===== src/rtl/core_step_if.sv =====
// core_step_if: host command channel into the run/step controller.
// The host drives op/count with a valid strobe; the controller always accepts.
interface core_step_if #(
    parameter int CNT_W = 16
);
    logic             cmd_valid;
    logic             cmd_ready;
    logic [1:0]       cmd_op;
    logic [CNT_W-1:0] cmd_count;

    modport master (output cmd_valid, cmd_op, cmd_count, input cmd_ready);
    modport slave  (input cmd_valid, cmd_op, cmd_count, output cmd_ready);
endinterface


===== src/rtl/core_step_ctrl.sv =====
// core_step_ctrl: run/step/halt controller producing the core clock-enable.
// Counts enabled cycles; all outputs except cmd_ready are registered.
module core_step_ctrl #(
    parameter int CNT_W = 16,
    parameter int CYC_W = 32
) (
    input  logic             clk,
    input  logic             rst_n,
    core_step_if.slave       cmd,
    output logic             core_en,
    output logic             busy,
    output logic             done,
    output logic             err,
    output logic [CNT_W-1:0] remaining,
    output logic [CYC_W-1:0] cycle_count
);
    typedef enum logic [1:0] {IDLE, RUN, STEP} state_t;

    localparam logic [1:0] OP_RUN  = 2'b01;
    localparam logic [1:0] OP_STEP = 2'b10;
    localparam logic [1:0] OP_HALT = 2'b11;

    state_t           state, state_nx;
    logic [CNT_W-1:0] rem_nx;
    logic             done_nx, err_nx;
    logic             is_run, is_step, is_halt, active, last;

    assign cmd.cmd_ready = 1'b1;
    assign is_run  = cmd.cmd_valid && cmd.cmd_op == OP_RUN;
    assign is_step = cmd.cmd_valid && cmd.cmd_op == OP_STEP;
    assign is_halt = cmd.cmd_valid && cmd.cmd_op == OP_HALT;
    assign active  = state != IDLE;
    assign last    = state == STEP && remaining == CNT_W'(1);

    always_ff @(posedge clk or negedge rst_n) begin
        if (!rst_n) begin
            state       <= IDLE;
            core_en     <= 1'b0;
            busy        <= 1'b0;
            done        <= 1'b0;
            err         <= 1'b0;
            remaining   <= '0;
            cycle_count <= '0;
        end else begin
            state       <= state_nx;
            core_en     <= state_nx != IDLE;
            busy        <= state_nx != IDLE;
            done        <= done_nx;
            err         <= err_nx;
            remaining   <= rem_nx;
            cycle_count <= cycle_count + CYC_W'(core_en);
        end
    end

    always_comb begin
        state_nx = state;
        case (state)
            IDLE:    state_nx = is_run ? RUN : (is_step && cmd.cmd_count != '0) ? STEP : IDLE;
            RUN:     state_nx = is_halt ? IDLE : RUN;
            STEP:    state_nx = (is_halt || last) ? IDLE : STEP;
            default: state_nx = IDLE;
        endcase
    end

    // A HALT landing on the final STEP edge folds into the same single done pulse.
    always_comb begin
        done_nx = (!active && is_step && cmd.cmd_count == '0) || (active && is_halt) || last;
        err_nx  = active && (is_run || is_step);
        rem_nx  = state_nx != STEP ? '0 : (state == IDLE ? cmd.cmd_count : remaining - CNT_W'(1));
    end
endmodule

===== src/flat_wrapper.sv =====
// flat-port wrapper written by rule: the top's interface ports become plain ports
module core_step_ctrl_flat 
#(
    parameter int CNT_W = 16,
    parameter int CYC_W = 32
)
  (clk, rst_n, core_en, busy, done, err, remaining, cycle_count, cmd_cmd_valid, cmd_cmd_op, cmd_cmd_count, cmd_cmd_ready);
  core_step_if #(.CNT_W(CNT_W)) cmd_i ();
  input  logic clk;
  input  logic rst_n;
  output logic core_en;
  output logic busy;
  output logic done;
  output logic err;
  output logic [CNT_W-1:0] remaining;
  output logic [CYC_W-1:0] cycle_count;
  input wire logic [$bits(cmd_i.cmd_valid)-1:0] cmd_cmd_valid;
  input wire logic [$bits(cmd_i.cmd_op)-1:0] cmd_cmd_op;
  input wire logic [$bits(cmd_i.cmd_count)-1:0] cmd_cmd_count;
  output wire logic [$bits(cmd_i.cmd_ready)-1:0] cmd_cmd_ready;
  assign cmd_i.cmd_valid = cmd_cmd_valid;
  assign cmd_i.cmd_op = cmd_cmd_op;
  assign cmd_i.cmd_count = cmd_cmd_count;
  assign cmd_cmd_ready = cmd_i.cmd_ready;
  core_step_ctrl #(.CNT_W(CNT_W), .CYC_W(CYC_W)) u_core (.clk(clk), .rst_n(rst_n), .cmd(cmd_i), .core_en(core_en), .busy(busy), .done(done), .err(err), .remaining(remaining), .cycle_count(cycle_count));
endmodule

===== config.mk =====
export PLATFORM = sky130hd
export DESIGN_NAME = core_step_ctrl_flat
export DESIGN_NICKNAME = d
export VERILOG_FILES = /design/src/rtl/core_step_if.sv /design/src/rtl/core_step_ctrl.sv /design/src/flat_wrapper.sv
export SDC_FILE = /design/constraint.sdc
export NUM_CORES = 1
export LEC_CHECK = 0
export CORE_UTILIZATION = 43
export DETAILED_ROUTE_END_ITERATION = 10
export PLACE_DENSITY = 0.73
export SETUP_SLACK_MARGIN = 0.1
export SLEW_MARGIN = 40
export SYNTH_ARGS = -nofsm -noshare
export SYNTH_HDL_FRONTEND = slang
export SYNTH_SLANG_ARGS = --single-unit

===== constraint.sdc =====
create_clock -name clk -period 2.9 [get_ports clk]
set_input_delay 0.435 -clock clk [delete_from_list [all_inputs] [get_ports clk]]
set_output_delay 0.435 -clock clk [all_outputs]
set_load 0.03 [all_outputs]

==> results.toml <==
[clocking]
cts_sinks = 53
clk_latency_ns = 0.30
cts_buffer_depth = 2
cts_setup_buffers = 0
path_clk_slew_ns = 0.09
cts-root-buf = "clkbuf_8"
cts_made_buffers = 5
cts_tree = "built"
cts_resized = 0
cts_max_level = 2

[cells_and_area]
n_antenna_cell = 0
fin_cells = 415
multi_input_area_mm2 = 0.00128
drive_gt1_frac = 0.0676
regArea_mm2 = 0.00133
nets = 364
area_delta_synth_final_pct = 34.9
fillers = 514
fin_area_mm2 = 0.00361

[timing]
fmax_mhz = 437
hold_viol = 0
finalSetupViolCount = 0
rsz0062_at_grt = "no"
period_needed_ns = 2.29
slew_viol_final = 0
tightest_slew_ns = 0.727
clock_skew_ns = 0.00757
fin_crit_sh = 0.789
hold_slack_ns = 0.494
tns_ns = 0
slew_headroom = 0.511

[route]
ant_nets = 0
num_vias = 2262
drt_iter0_drc = 133
wl_per_cell_um = 14.6
firstDrtPassIters = 4
drc_errors = 0
wirelength_um = 6050
via_per_inst = 5.45

[global_route]
grt_pass1_vias = 2106
track_usage = 0.197
overflow = 0
grt_max_degree = 31
antenna_found_initial = 0
grt_first_pass_wirelength_um = 9920

[critical_path]
cp.arrival_ns = 2.52
cp-start-kind = "register"
critPathKind = "register to register"
worstPathRequired_ns = 3.13
end_kind = "register"
critPathMaxFanout = 8

[floorplanning]
ioPinCount = 74
die_y_um = 80.9
start_util = 0.450
num_rows = 28
die_x_um = 80.9
dieArea_mm2 = 0.00655
coreArea_mm2 = 0.00596

[logic_synthesis]
synth_common_cells = "53 x dfrtp_1, 30 x nor2_1, 22 x nand2_1"
synth_area_per_cell_um2 = 10.2
synthFlopType = "dfrtp_1"
async_flop_share = 1.00
yosys_warnings = 0
synth_top_area_cell = "dfrtp_1"
syn_inst = 262
syn_nets = 287
synth_top_area_share = 0.495
synth_cell_types = 41
synth_edf_count = 0
synth.most_common_cell = "dfrtp_1"
yosys-top-cells-area = "dfrtp_1 50%, xnor2_1 6.9%, xor2_1 6.9%, a221oi_1 4.3%, nor2_1 4.2%"
ys_seq_area_frac = 0.495
ys_ff_latch = 53
synth_area_mm2 = 0.00268

[run]
max-cap-violations = 0

[run_status]
status = "complete, no violations"

[pwr]
power_density_mw_per_mm2 = 818
ir_drop_v = 0.000512
p_leak_nw = 1.54

[place]
dp_cells = 406
placed_area_mm2 = 0.00349
port_buffers = 72
gp_congestion = 0.832
dp_hpwl_um = 4540

[hold_path]
min_path_type = "register to register"
power breakdown:
part	internal, mW	leakage [nW]	switching (mW)
Clock	0.282	0.0585	0.233
Sequential	0.867	0.718	0.178
Combinational	0.602	0.765	0.794
path summary, 6_finish.rpt:
path / startpoint / to / slack [ns] / cells after the start
setup / recovery: u_core.core_en$_DFF_PN0_ / u_core.cycle_count[26]$_DFF_PN0_ / 0.61 / 6
min in group asynchronous: rst_n / u_core.cycle_count[10]$_DFF_PN0_ / 0.53 / 2
hold reg to reg: u_core.cycle_count[31]$_DFF_PN0_ / u_core.cycle_count[31]$_DFF_PN0_ / 0.49 / 1
max in group asynchronous: rst_n / u_core.cycle_count[26]$_DFF_PN0_ / 1.77 / 3
setup reg to reg: u_core.core_en$_DFF_PN0_ / u_core.cycle_count[26]$_DFF_PN0_ / 0.61 / 6
hold / removal: u_core.cycle_count[31]$_DFF_PN0_ / u_core.cycle_count[31]$_DFF_PN0_ / 0.49 / 1
worst max-delay path, stage by stage, from the launching register on:
cell and delay, ns:
dfrtp_1 0.38, ha_1 0.21, ha_1 0.21, and4_1 0.29
or4b_1 0.62, nor4_1 0.34, xor2_1 0.18
routing by layer:
layer  GRT usage  wire length [um]  vias to the layer above
li1            -                 -                     1112
met5           0                 0                        -
met3      0.0506               390                        7
met2       0.316              2890                       79
met1       0.259              2690                     1064
met4      0.0643                83                        0
registers in the layout, indices dropped and copies added, names as in the netlist:
signal and flops:
u_core.cycle_count 32, u_core.err 1, u_core.core_en 1, u_core.state 2, u_core.done 1, u_core.remaining 16
layout by cell type, fill, tap and decap left out, types with 2 or more instances in the layout:
cell / Yosys / routed
nor4_1: 14 / 14
xor2_1: 21 / 21
and4_1: 3 / 3
and3_1: 3 / 3
a221oi_1: 13 / 13
clkdlybuf4s50_1: 0 / 71
nand4_1: 12 / 12
a31o_2: 2 / 2
nand2_1: 22 / 22
dfrtp_1: 53 / 53
buf_4: 2 / 7
xnor2_1: 21 / 21
a21oi_1: 4 / 4
inv_1: 5 / 5
nor2_1: 30 / 30
or4_1: 3 / 3
nor3_1: 6 / 6
or3_1: 4 / 4
ha_1: 4 / 4
o21ai_0: 2 / 2
nand3_1: 9 / 9
clkbuf_8: 0 / 6
or4b_1: 2 / 2
or4_4: 2 / 2
per-stage QoR:
step / setup WS (ns) / util / total power [mW]
2_1_floorplan: 0.647 / - / 1.94
3_3_place_gp: 0.661 / 0.586 / 2.44
3_5_place_dp: 0.640 / 0.586 / 2.45
4_1_cts: 0.601 / 0.607 / 2.98
5_1_grt: 0.420 / 0.607 / 3.12
6_report: 0.611 / 0.607 / 2.96
kinds of logic (layout without fill, tap and decap cells):
| group | Yosys count | count (layout) | share of synthesized area |
|---|---|---|---|
| buffers and inverters | 15 | 93 | 0.0266 |
| xor gates and xnor gates | 42 | 42 | 0.137 |
| AOI/OAI and AO/OA | 28 | 28 | 0.0836 |
| adders and majority gates | 4 | 4 | 0.0187 |
| other | 1 | 1 | 0.00140 |
| and+or+nand+nor | 119 | 119 | 0.237 |
| DFF | 53 | 53 | 0.495 |
final cells by class:
class | count | share of cell area
multi-input combinational | 194 | 0.354
timing repair buffer | 80 | 0.215
tap | 75 | 0.0260
inverter | 5 | 0.00519
clock buffer | 7 | 0.0239
clock inverter | 1 | 0.00831
sequential | 53 | 0.367
what timing repair did:
action	CTS	global route
hold buffers	1	0
endpoints found under the hold margin	7	0
setup endpoints to repair	0	0
Power figures use the tool's default switching activity.
